==> config.mk <==
export PLATFORM = sky130hd
export DESIGN_NAME = serial_subtractor
export DESIGN_NICKNAME = d
export VERILOG_FILES = /design/src/rtl/serial_sub_pkg.sv /design/src/rtl/serial_subtractor_full_sub.sv /design/src/rtl/serial_subtractor.sv
export SDC_FILE = /design/constraint.sdc
export NUM_CORES = 1
export LEC_CHECK = 0
export CORE_MARGIN = 2
export CORE_UTILIZATION = 40
export CTS_CLUSTER_SIZE = 10
export DETAILED_ROUTE_END_ITERATION = 10
export PLACE_DENSITY_LB_ADDON = 0.25
export SLEW_MARGIN = 10
export SYNTH_ARGS = -nofsm -noshare
export SYNTH_HDL_FRONTEND = slang
export SYNTH_SLANG_ARGS = --single-unit
export TNS_END_PERCENT = 100
==> constraint.sdc <==
create_clock -name clk -period 1.7 [get_ports clk]
set_clock_uncertainty 0.1 [all_clocks]
set_input_delay 0.255 -clock clk [delete_from_list [all_inputs] [get_ports clk]]
set_output_delay 0.255 -clock clk [all_outputs]
set_load 0.005 [all_outputs]
==> src/rtl/serial_sub_pkg.sv <==
// Shared types and helpers for the bit-serial subtractor.
package serial_sub_pkg;

  typedef enum logic [1:0] {IDLE, RUN, DONE} sub_state_t;

  // Width of the bit counter for a given operand width.
  function automatic int cnt_w(input int width);
    return $clog2(width);
  endfunction

endpackage

==> src/rtl/serial_subtractor_full_sub.sv <==
// Combinational 1-bit full subtractor cell (a - b - bin).
module full_sub (
  input  logic a,
  input  logic b,
  input  logic bin,
  output logic d,
  output logic bout
);

  // Difference bit and borrow-out of a single bit position.
  always_comb begin
    d    = a ^ b ^ bin;
    bout = (~a & b) | (~(a ^ b) & bin);
  end

endmodule

==> src/rtl/serial_subtractor.sv <==
// Bit-serial WIDTH-bit subtractor: d = a - b, LSB first, one bit per clock.
// Optional signed-overflow output enabled by defining SERIAL_SUB_OVF_EN.
module serial_subtractor
  import serial_sub_pkg::*;
#(
  parameter int WIDTH = 4
) (
  input  logic             clk,
  input  logic             reset,
  input  logic             start,
  input  logic [WIDTH-1:0] a,
  input  logic [WIDTH-1:0] b,
  output logic             busy,
  output logic             done,
  output logic [WIDTH-1:0] d,
  output logic             bout
`ifdef SERIAL_SUB_OVF_EN
  ,
  output logic             ovf
`endif
);

  localparam int CW = cnt_w(WIDTH);

  sub_state_t     state;
  sub_state_t     state_next;
  logic [WIDTH-1:0] sa;
  logic [WIDTH-1:0] sb;
  logic           br;
  logic [CW-1:0]  cnt;
  logic           diff;
  logic           br_next;
  logic           last;
`ifdef SERIAL_SUB_OVF_EN
  logic           a_msb;
  logic           b_msb;
`endif

  full_sub u_cell (
    .a    (sa[0]),
    .b    (sb[0]),
    .bin  (br),
    .d    (diff),
    .bout (br_next)
  );

  assign last = (cnt == CW'(WIDTH - 1));
  assign busy = (state != IDLE);
  assign done = (state == DONE);

  // State register.
  always_ff @(posedge clk) begin
    if (reset) state <= IDLE;
    else       state <= state_next;
  end

  // Next-state logic.
  always_comb begin
    state_next = state;
    case (state)
      IDLE:    if (start) state_next = RUN;
      RUN:     if (last)  state_next = DONE;
      DONE:    state_next = IDLE;
      default: state_next = IDLE;
    endcase
  end

  // Operand shifting, borrow chain, counter and result capture.
  // SA doubles as the result register: each consumed minuend bit frees its
  // MSB slot for the new difference bit, so after WIDTH shifts it holds d.
  always_ff @(posedge clk) begin
    if (reset) begin
      sa    <= '0;
      sb    <= '0;
      br    <= 1'b0;
      cnt   <= '0;
      d     <= '0;
      bout  <= 1'b0;
`ifdef SERIAL_SUB_OVF_EN
      a_msb <= 1'b0;
      b_msb <= 1'b0;
      ovf   <= 1'b0;
`endif
    end else begin
      case (state)
        IDLE: begin
          if (start) begin
            sa    <= a;
            sb    <= b;
            br    <= 1'b0;
            cnt   <= '0;
`ifdef SERIAL_SUB_OVF_EN
            a_msb <= a[WIDTH-1];
            b_msb <= b[WIDTH-1];
`endif
          end
        end
        RUN: begin
          sa <= {diff, sa[WIDTH-1:1]};
          sb <= {1'b0, sb[WIDTH-1:1]};
          br <= br_next;
          if (last) begin
            d    <= {diff, sa[WIDTH-1:1]};
            bout <= br_next;
`ifdef SERIAL_SUB_OVF_EN
            ovf  <= (a_msb != b_msb) && (diff != a_msb);
`endif
          end else begin
            cnt <= cnt + CW'(1);
          end
        end
        default: ;
      endcase
    end
  end

endmodule

After elaboration in Yosys (flattened, before gate mapping) --
Index checks and enable logic that the tools add are counted.
Cells by class: add/subtract/negate cells 1, shift-type cells 0, multiplexer cells 12, equality and inequality tests 6, magnitude comparators 0, multiply operators 0, reductions and logical operators 7, divide/modulo/power cells 0, bitwise logic cells 7
Operators by type and width (number):
- one-hot mux 4 bit (2 select lines) | 2
- two-way mux 2 bit | 4
- two-way mux 4 bit | 2
- one-hot mux 2 bit (2 select lines) | 2
- != test 2 bit (second input constant) | 3
- AND reduction 2 bit | 3
- equality test 2 bit (second input constant) | 2
- nonzero test 2 bit | 2
- AND reduction 3 bit | 1
- adder 2 x 1 -> 2 bit (second input constant) | 1
- bitwise AND 1 bit | 2
- equality test 2 x 1 -> 1 bit (second input constant) | 1
- logical NOT 2 bit | 1
- inverter 1 bit | 2
- one-hot mux 1 bit (2 select lines) | 1
- XOR 1 bit | 2
- two-way mux 1 bit | 1
- bitwise OR 1 bit | 1
Word-level totals: logic and storage cells 40, latch bits 0, register bits after elaboration 18, memory bits (read-only) 0, RAM bits 0, memories kept 0, output and inout port bits 7

Longest topological paths before layout --
Gate-level depths: netlist of the first run.
word-level depth 5, gate-level depth with buffers 4, depth with buffers taken out 4

Cells and area by module --
Synthesis of the first run repeated with hierarchy kept, for this count alone.
Second synthesis, totals: cells, all modules 82, area total of the unflattened synthesis 857.1 µm²
Modules (own cells, without submodules):
- serial_subtractor | sequential area each 360.3 µm², cells each 78, area an instance 825.8 µm², instances 1
- full_sub | sequential area each 0.0 µm², cells each 4, area an instance 31.3 µm², instances 1

Worst setup path after synthesis of the first run --
No wires, ideal clock.
path type register to register, from reg sb[0], to reg sa[3], library setup time 0.086 ns, data arrival time 1.183 ns, path slack 0.332 ns, required time 1.514 ns, period minus slack after synthesis 1.368 ns, cell stages (with the launch flop) 5, path through dfxtp_1 inv_1 fa_1 o22ai_1 a211oi_1
Between the ends: longest elaborated chain between the ends 3
RTL lines:
- start: declaration | RTL line serial_subtractor.sv:28 | logic [WIDTH-1:0] sb;
- start signal: assignment | RTL line serial_subtractor.sv:100 | sb <= {1'b0, sb[WIDTH-1:1]};
- XOR 1 bit (2 in series) | RTL line serial_subtractor_full_sub.sv:12 | d = a ^ b ^ bin;
- net diff | RTL line serial_subtractor.sv:31 | logic diff;
- one-hot mux 4 bit (2 select lines) | RTL line serial_subtractor.sv:85 | case (state)
- end signal: assignment | RTL line serial_subtractor.sv:99 | sa <= {diff, sa[WIDTH-1:1]};
- end: declaration | RTL line serial_subtractor.sv:27 | logic [WIDTH-1:0] sa;
The timed path passes the listed nets, and every way through them passes these cells. A chain may end at the register's enable or synchronous reset.

Worst setup path after layout of the first run --
from reg state[0], to out busy
Between the ends: longest elaborated chain between the ends 1
RTL lines:
- start: declaration | RTL line serial_subtractor.sv:25 | sub_state_t state;
- start signal: assignment | RTL line serial_subtractor.sv:54 | else state <= state_next;
- nonzero test 2 bit | RTL line serial_subtractor.sv:48 | assign busy = (state != IDLE);
- end: declaration | RTL line serial_subtractor.sv:13 | output logic busy,
Every way passes these cells.

==> flow_results.xml, run 1 <==
<?xml version="1.0" encoding="UTF-8"?>
<metrics>
  <group name="die">
    <metric name="rows" unit="">16</metric>
    <metric name="floorplan.core_area" unit="um2">2000</metric>
    <metric name="initial_utilization" unit="">0.431</metric>
    <metric name="floorplan.die.height" unit="um">50.4</metric>
    <metric name="ioPinCount" unit="">18</metric>
    <metric name="die-width" unit="um">50.4</metric>
    <metric name="dieArea" unit="um2">2540</metric>
  </group>
  <group name="cells_and_area">
    <metric name="mostFrequentLayoutCell" unit="">sky130_fd_sc_hd__nor2_1</metric>
    <metric name="final_layout_size_suffix_gt1_frac" unit="">0.181</metric>
    <metric name="nNetsFinal" unit="">131</metric>
    <metric name="syn_to_final_growth" unit="%">29.5</metric>
    <metric name="final_cell_count_no_fill" unit="">143</metric>
    <metric name="final_cell_mix" unit="">19 x sky130_fd_sc_hd__nor2_1, 16 x sky130_fd_sc_hd__dfxtp_1, 16 x sky130_fd_sc_hd__clkdlybuf4s50_1, 7 x sky130_fd_sc_hd__a21oi_1, 7 x sky130_fd_sc_hd__buf_4</metric>
    <metric name="postLayoutCoreUtil" unit="">0.558</metric>
    <metric name="insertedDiodeCount" unit="">0</metric>
  </group>
  <group name="yosys">
    <metric name="yosys-top-cells-area" unit="">sky130_fd_sc_hd__dfxtp_1 42%, sky130_fd_sc_hd__nor2_1 8.7%, sky130_fd_sc_hd__mux2i_1 4.6%</metric>
    <metric name="synth_top_area_cell" unit="">sky130_fd_sc_hd__dfxtp_1</metric>
    <metric name="yosysWarnings" unit="">0</metric>
    <metric name="synth_top_family_by_area" unit="">compound AO/OA/AOI/OAI gates</metric>
    <metric name="post_synth_xor_area_fraction" unit="">0</metric>
    <metric name="post_synth_and_or_nand_nor_area_fraction" unit="">0.206</metric>
    <metric name="synth.distinct_cells" unit="">28</metric>
    <metric name="postSynthCellCount" unit="">94</metric>
    <metric name="synth_seq_cells" unit="">18</metric>
    <metric name="netlist_area" unit="um2">862</metric>
    <metric name="postSynthAreaPerCell" unit="um2">9.17</metric>
    <metric name="ys_seq_area_frac" unit="">0.418</metric>
    <metric name="compound_gate_fraction_of_synth_area" unit="">0.228</metric>
    <metric name="mapped_nets" unit="">107</metric>
    <metric name="synth_adder_area_share" unit="">0.0377</metric>
    <metric name="muxShareOfSynthArea" unit="">0.0464</metric>
    <metric name="synth_top_area_frac" unit="">0.418</metric>
  </group>
  <group name="clock_tree">
    <metric name="clock_tree.buffer_depth" unit="">2</metric>
    <metric name="cts_hold_buffers" unit="">0</metric>
    <metric name="worst_skew_pair.late_latency" unit="ns">0.29</metric>
    <metric name="clock_tree.htree_level_count" unit="">1</metric>
    <metric name="clock-sinks" unit="">18</metric>
    <metric name="cts_tree" unit="">yes</metric>
    <metric name="clock_tree.root_cell" unit="">sky130_fd_sc_hd__clkbuf_4</metric>
    <metric name="post-cts-setup-buffers" unit="">0</metric>
    <metric name="tritoncts.num_buffers" unit="">3</metric>
    <metric name="clk_pin_slew_worst_paths" unit="ns">0.10</metric>
  </group>
  <group name="global_route">
    <metric name="grt.overflow.total" unit="">0</metric>
    <metric name="first_global_vias" unit="">636</metric>
    <metric name="overall_global_routing_resource_usage" unit="">0.154</metric>
    <metric name="grt_first_pass_wirelength" unit="um">2930</metric>
    <metric name="grt_start_max_net_pins" unit="">12</metric>
    <metric name="number_of_antenna_violations_at_the_first_check_in_global_routing" unit="">0</metric>
  </group>
  <group name="place">
    <metric name="placement.io_buffers" unit="">17</metric>
    <metric name="dp_worst_setup_slack" unit="ns">0.0867</metric>
    <metric name="placed_cells" unit="">140</metric>
    <metric name="hpwl" unit="um">1350</metric>
    <metric name="gpl.final_weighted_congestion" unit="">0.733</metric>
  </group>
  <group name="drt">
    <metric name="final_antenna_net_count" unit="">0</metric>
    <metric name="via_per_inst" unit="">5.35</metric>
    <metric name="routed_wl" unit="um">1810</metric>
    <metric name="remaining_drc_errors" unit="">0</metric>
    <metric name="drt_iter0_drc" unit="">19</metric>
    <metric name="vias" unit="">765</metric>
    <metric name="avgRoutedWirePerCell" unit="um">12.6</metric>
    <metric name="dr.pass1.iters" unit="">4</metric>
  </group>
  <group name="status">
    <metric name="outcome" unit="">completed</metric>
  </group>
  <group name="power">
    <metric name="report.power.total" unit="uW">823</metric>
    <metric name="irDropWorstVdd" unit="uV">498</metric>
    <metric name="pwr_density_cell" unit="nW/um2">738</metric>
    <metric name="power.static_leakage" unit="nW">0.495</metric>
  </group>
  <group name="sta">
    <metric name="fin_tns_setup" unit="ns">0</metric>
    <metric name="rsz0062_at_grt" unit="">false</metric>
    <metric name="tightest_slew" unit="ns">0.382</metric>
    <metric name="timing_hold_violations_final" unit="">0</metric>
    <metric name="setup_slack" unit="ns">0.0771</metric>
    <metric name="fin_crit" unit="ns">1.62</metric>
    <metric name="achievable-frequency" unit="GHz">0.616</metric>
    <metric name="relSlewSlack" unit="">0.744</metric>
    <metric name="timing_max_transition_violations_final" unit="">0</metric>
    <metric name="setup_viol" unit="">0</metric>
    <metric name="final_period_utilization" unit="">0.955</metric>
  </group>
  <group name="critical_path">
    <metric name="critical_path.max_fanout" unit="">5</metric>
    <metric name="worstSetupStartpointType" unit="">flop</metric>
    <metric name="critPathRequiredTime" unit="ns">1.34</metric>
    <metric name="critPathCaptureType" unit="">primary output</metric>
    <metric name="critical_path_arrival" unit="ns">1.27</metric>
    <metric name="criticalPathCategory" unit="">reg2out</metric>
  </group>
  <group name="worst_hold_path">
    <metric name="hp-class" unit="">reg2reg</metric>
  </group>
  <group name="job">
    <metric name="max_cap_violations" unit="">0</metric>
  </group>
</metrics>
[kinds of logic after synthesis]
| kind of cell | after synthesis |
|---|---|
| buffers and inverters | 11 |
| muxes | 4 |
| DFF | 18 |
| adders and majority gates | 2 |
| and+or+nand+nor | 33 |
| AOI/OAI and AO/OA | 26 |
[synth_stat cells (all sizes together)]
library cell,number
nand3b,2
or2,1
nor4b,1
nand3,1
nor2,20
o21ba,1
ha,1
a2bb2oi,1
buf,5
o21bai,1
nand2,4
a21oi,7
a2111oi,2
o22ai,5
fa,1
a211oi,4
nand2b,4
a31oi,2
mux2i,4
a32oi,1
o221a,2
dfxtp,18
inv,6
[final cells by class]
cell class | count | area [um2]
fillers | 195 | 886
multi-input cells | 65 | 449
flip-flops and latches | 18 | 363
repair buffers | 24 | 225
well taps | 27 | 33.8
clock buffers | 3 | 22.5
inverters | 6 | 22.5
[final timing paths]
kind / startpoint / to / slack (ns) / cells after the start
max: state[0]$_SDFFE_PP0P_ / busy / 0.08 / 3
min: bout$_SDFFE_PP0P_ / bout$_SDFFE_PP0P_ / 0.36 / 2
max reg2reg: sb[0]$_SDFFE_PP0P_ / sa[3]$_SDFFE_PP0P_ / 0.17 / 4
min reg2reg: bout$_SDFFE_PP0P_ / bout$_SDFFE_PP0P_ / 0.36 / 2
[worst max-delay path, cell delays in order, from the launching register on]
cell,delay [ns]
sky130_fd_sc_hd__dfxtp_2,0.39
sky130_fd_sc_hd__nor2_2,0.06
sky130_fd_sc_hd__inv_1,0.05
sky130_fd_sc_hd__clkdlybuf4s50_1,0.48
[registers in the layout, indices dropped and copies added (netlist names)]
| signal | count |
|---|---|
| bout | 1 |
| br | 1 |
| cnt | 2 |
| d | 4 |
| sa | 4 |
| sb | 4 |
| state | 2 |
[timing repair]
item	CTS	global route
pin swaps	0	0
setup endpoints to repair	1	2
gates resized for setup	1	3
[power by group]
part / internal [mW] / switching (mW) / total (mW) / leakage [nW]
registers: 0.446 / 0.0210 / 0.467 / 0.148
clock network: 0.0824 / 0.125 / 0.208 / 0.0138
logic: 0.0805 / 0.0684 / 0.149 / 0.332
[routing by layer]
layer  share of wire  GRT usage  vias up
li1                -          -      378
met1            0.46      0.220      347
met2            0.46      0.226       36
met3           0.070     0.0268        4
met4           0.013     0.0676        0
met5               0          0        -
[per-stage QoR]
step	hold WS (ns)	cell area, um2
6_report	0.364	1120
5_1_grt	0.391	1120
4_1_cts	0.372	1110
3_5_place_dp	0.358	1090
3_3_place_gp	0.342	1090
2_1_floorplan	0.352	862
Power figures use the tool's default switching activity.
==> inputs of run 2 (changes only) <==
--- a/config.mk
+++ b/config.mk
@@ -9,9 +9,10 @@
 export CORE_UTILIZATION = 40
 export CTS_CLUSTER_SIZE = 10
 export DETAILED_ROUTE_END_ITERATION = 10
+export GPL_TIMING_DRIVEN = 0
 export PLACE_DENSITY_LB_ADDON = 0.25
 export SLEW_MARGIN = 10
 export SYNTH_ARGS = -nofsm -noshare
 export SYNTH_HDL_FRONTEND = slang
 export SYNTH_SLANG_ARGS = --single-unit
-export TNS_END_PERCENT = 100
+export TNS_END_PERCENT = 50
==> run 2 against run 1 <==
  * Core utilization is 0.12 points higher
  * Worst hold slack worse by 0.21 ns
  * Die area stayed put
  * Largest power group unchanged
==> flow_results.xml, run 2 (same netlist as run 1, synthesis figures left out) <==
<?xml version="1.0" encoding="UTF-8"?>
<metrics>
  <group name="status">
    <metric name="outcome" unit="">completed</metric>
  </group>
  <group name="drt">
    <metric name="final_antenna_net_count" unit="">0</metric>
    <metric name="dr.pass1.iters" unit="">4</metric>
    <metric name="drt_iter0_drc" unit="">14</metric>
    <metric name="routed_wl" unit="um">1870</metric>
    <metric name="vias" unit="">738</metric>
    <metric name="avgRoutedWirePerCell" unit="um">13.1</metric>
    <metric name="via_per_inst" unit="">5.16</metric>
    <metric name="remaining_drc_errors" unit="">0</metric>
  </group>
  <group name="cells_and_area">
    <metric name="final_cell_mix" unit="">19 x sky130_fd_sc_hd__nor2_1, 16 x sky130_fd_sc_hd__dfxtp_1, 14 x sky130_fd_sc_hd__clkdlybuf4s50_1, 7 x sky130_fd_sc_hd__a21oi_1, 5 x sky130_fd_sc_hd__o22ai_1</metric>
    <metric name="stdcell_area" unit="um2">1120</metric>
    <metric name="fillCellCount" unit="">199</metric>
    <metric name="syn_to_final_growth" unit="%">29.8</metric>
    <metric name="nNetsFinal" unit="">131</metric>
    <metric name="insertedDiodeCount" unit="">0</metric>
    <metric name="mostFrequentLayoutCell" unit="">sky130_fd_sc_hd__nor2_1</metric>
    <metric name="postLayoutCoreUtil" unit="">0.559</metric>
    <metric name="top_regs" unit="">d x4, sa x4, sb x4</metric>
    <metric name="final_layout_size_suffix_gt1_frac" unit="">0.190</metric>
  </group>
  <group name="job">
    <metric name="max_cap_violations" unit="">0</metric>
  </group>
  <group name="power">
    <metric name="pwr_density_cell" unit="nW/um2">742</metric>
    <metric name="power.static_leakage" unit="nW">0.487</metric>
    <metric name="irDropWorstVdd" unit="uV">634</metric>
  </group>
  <group name="place">
    <metric name="placement.io_buffers" unit="">16</metric>
    <metric name="placed_cell_area" unit="um2">1060</metric>
    <metric name="gpl.final_weighted_congestion" unit="">0.747</metric>
    <metric name="hpwl" unit="um">1310</metric>
  </group>
  <group name="sta">
    <metric name="rsz0062_at_grt" unit="">false</metric>
    <metric name="timing_max_transition_violations_final" unit="">0</metric>
    <metric name="tightest_slew" unit="ns">0.459</metric>
    <metric name="fin_tns_setup" unit="ns">0</metric>
    <metric name="relSlewSlack" unit="">0.694</metric>
    <metric name="achievable-frequency" unit="GHz">0.644</metric>
    <metric name="setup_viol" unit="">0</metric>
    <metric name="timing_hold_violations_final" unit="">0</metric>
    <metric name="final_period_utilization" unit="">0.913</metric>
    <metric name="fin_crit" unit="ns">1.55</metric>
  </group>
  <group name="critical_path">
    <metric name="crit_family" unit="">adder cells</metric>
    <metric name="reg2regPathDepth" unit="">4</metric>
    <metric name="reg2reg_from" unit="">sb[0]$_SDFFE_PP0P_</metric>
    <metric name="timing.critical_path.slowest_cell_delay" unit="ns">0.62</metric>
    <metric name="timing.critical_path.cells" unit="">inv_1, fa_1, o22ai_1, a211oi_1</metric>
    <metric name="critical_path_arrival" unit="ns">1.66</metric>
    <metric name="critPathBufInv" unit="">1</metric>
    <metric name="setup.reg_to_reg.worst_slack" unit="ns">0.15</metric>
    <metric name="worstReg2RegEnd" unit="">sa[3]$_SDFFE_PP0P_</metric>
    <metric name="critPathCaptureType" unit="">flop</metric>
    <metric name="worst_path_max_delay_cell" unit="">sky130_fd_sc_hd__fa_1</metric>
    <metric name="critical_path.max_fanout" unit="">2</metric>
    <metric name="criticalPathCategory" unit="">reg2reg</metric>
    <metric name="worstSetupStartpointType" unit="">flop</metric>
    <metric name="critPathRequiredTime" unit="ns">1.81</metric>
  </group>
  <group name="die">
    <metric name="floorplan.die.height" unit="um">50.4</metric>
    <metric name="rows" unit="">16</metric>
    <metric name="initial_utilization" unit="">0.431</metric>
    <metric name="ioPinCount" unit="">18</metric>
    <metric name="floorplan.core_area" unit="um2">2000</metric>
    <metric name="die-width" unit="um">50.4</metric>
    <metric name="dieArea" unit="um2">2540</metric>
  </group>
  <group name="worst_hold_path">
    <metric name="min_delay_worst_endpoint" unit="">sa[0]$_SDFFE_PP0P_</metric>
    <metric name="hp-class" unit="">in2reg</metric>
    <metric name="hold_depth" unit="">2</metric>
    <metric name="worstHoldStart" unit="">reset</metric>
  </group>
  <group name="global_route">
    <metric name="overall_global_routing_resource_usage" unit="">0.163</metric>
    <metric name="first_global_vias" unit="">672</metric>
    <metric name="grt_first_pass_wirelength" unit="um">3110</metric>
    <metric name="number_of_antenna_violations_at_the_first_check_in_global_routing" unit="">0</metric>
    <metric name="grt_start_max_net_pins" unit="">11</metric>
    <metric name="grt.overflow.total" unit="">0</metric>
  </group>
  <group name="clock_tree">
    <metric name="clock_tree.htree_level_count" unit="">1</metric>
    <metric name="clock_tree.buffer_depth" unit="">2</metric>
    <metric name="cts_hold_buffers" unit="">0</metric>
    <metric name="tritoncts.num_buffers" unit="">3</metric>
    <metric name="worst_skew_pair.late_latency" unit="ns">0.30</metric>
    <metric name="cts_tree" unit="">yes</metric>
    <metric name="clock_tree.root_cell" unit="">sky130_fd_sc_hd__clkbuf_4</metric>
    <metric name="clock-sinks" unit="">18</metric>
    <metric name="clk_pin_slew_worst_paths" unit="ns">0.10</metric>
  </group>
</metrics>
run 2: cell count changes in the layout (fill, tap and decap cells not counted), sizes merged:
cell and change:
buf +1, dlymetal6s2s -1, clkdlybuf4s50 -2, dlygate4sd2 +2
run 2: layout make-up:
class                   count  area [um2]  area share
multi-input cells          65         454       0.406
flip-flops and latches     18         365       0.327
repair buffers             19         180       0.161
plain buffers               5        40.0      0.0358
inverters                   6        22.5      0.0201
clock buffers               3        22.5      0.0201
well taps                  27        33.8      0.0302
run 2: worst max path at each step:
stage,startpoint,endpoint,slack [ns],depth (start not counted)
after floorplan,sb[0]$_SDFFE_PP0P_,sa[3]$_SDFFE_PP0P_,0.33,4
after global placement,start,sa[0]$_SDFFE_PP0P_,0.06,4
after detailed placement,start,sa[0]$_SDFFE_PP0P_,0.06,4
after CTS,sb[0]$_SDFFE_PP0P_,sa[3]$_SDFFE_PP0P_,0.15,4
after global routing,sb[0]$_SDFFE_PP0P_,sa[3]$_SDFFE_PP0P_,0.05,4
final,sb[0]$_SDFFE_PP0P_,sa[3]$_SDFFE_PP0P_,0.15,4
run 2: what timing repair did:
action	CTS	global route
resized for setup	10	0
setup buffers	3	0
setup endpoints to repair	2	0
run 2: where the power goes:
group | switching [mW] | leakage [nW] | total [mW] | internal [mW]
Sequential | 0.0201 | 0.149 | 0.466 | 0.445
Clock | 0.130 | 0.0138 | 0.213 | 0.0826
Combinational | 0.0721 | 0.324 | 0.152 | 0.0801
Total | 0.222 | 0.487 | 0.830 | 0.608
run 2: through the flow:
step | power, mW | hold WS [ns] | instances | setup WS (ns)
6_report | 0.830 | 0.150 | 143 | 0.148
5_1_grt | 0.871 | 0.162 | 143 | 0.0479
4_1_cts | 0.831 | 0.146 | 143 | 0.151
3_5_place_dp | 0.620 | 0.347 | 137 | 0.0629
3_3_place_gp | 0.616 | 0.343 | 137 | 0.0563
2_1_floorplan | 0.568 | 0.352 | 94 | 0.332
run 2: metal layers:
layer / vias up / part of all wire / track usage
li1: 379 / - / -
met1: 342 / 0.46 / 0.218
met2: 15 / 0.48 / 0.259
met3: 2 / 0.050 / 0.0655
met4: 0 / 0.0043 / 0.0135
met5: - / 0 / 0
run 2: worst reg2reg max path: cells and delay by family (launching register included):
family | cells | cell delay [ns]
AO/OA/AOI/OAI | 2 | 0.34
buffers and inverters | 1 | 0.07
adder cells (fa/ha/maj) | 1 | 0.62
flip-flops | 1 | 0.34
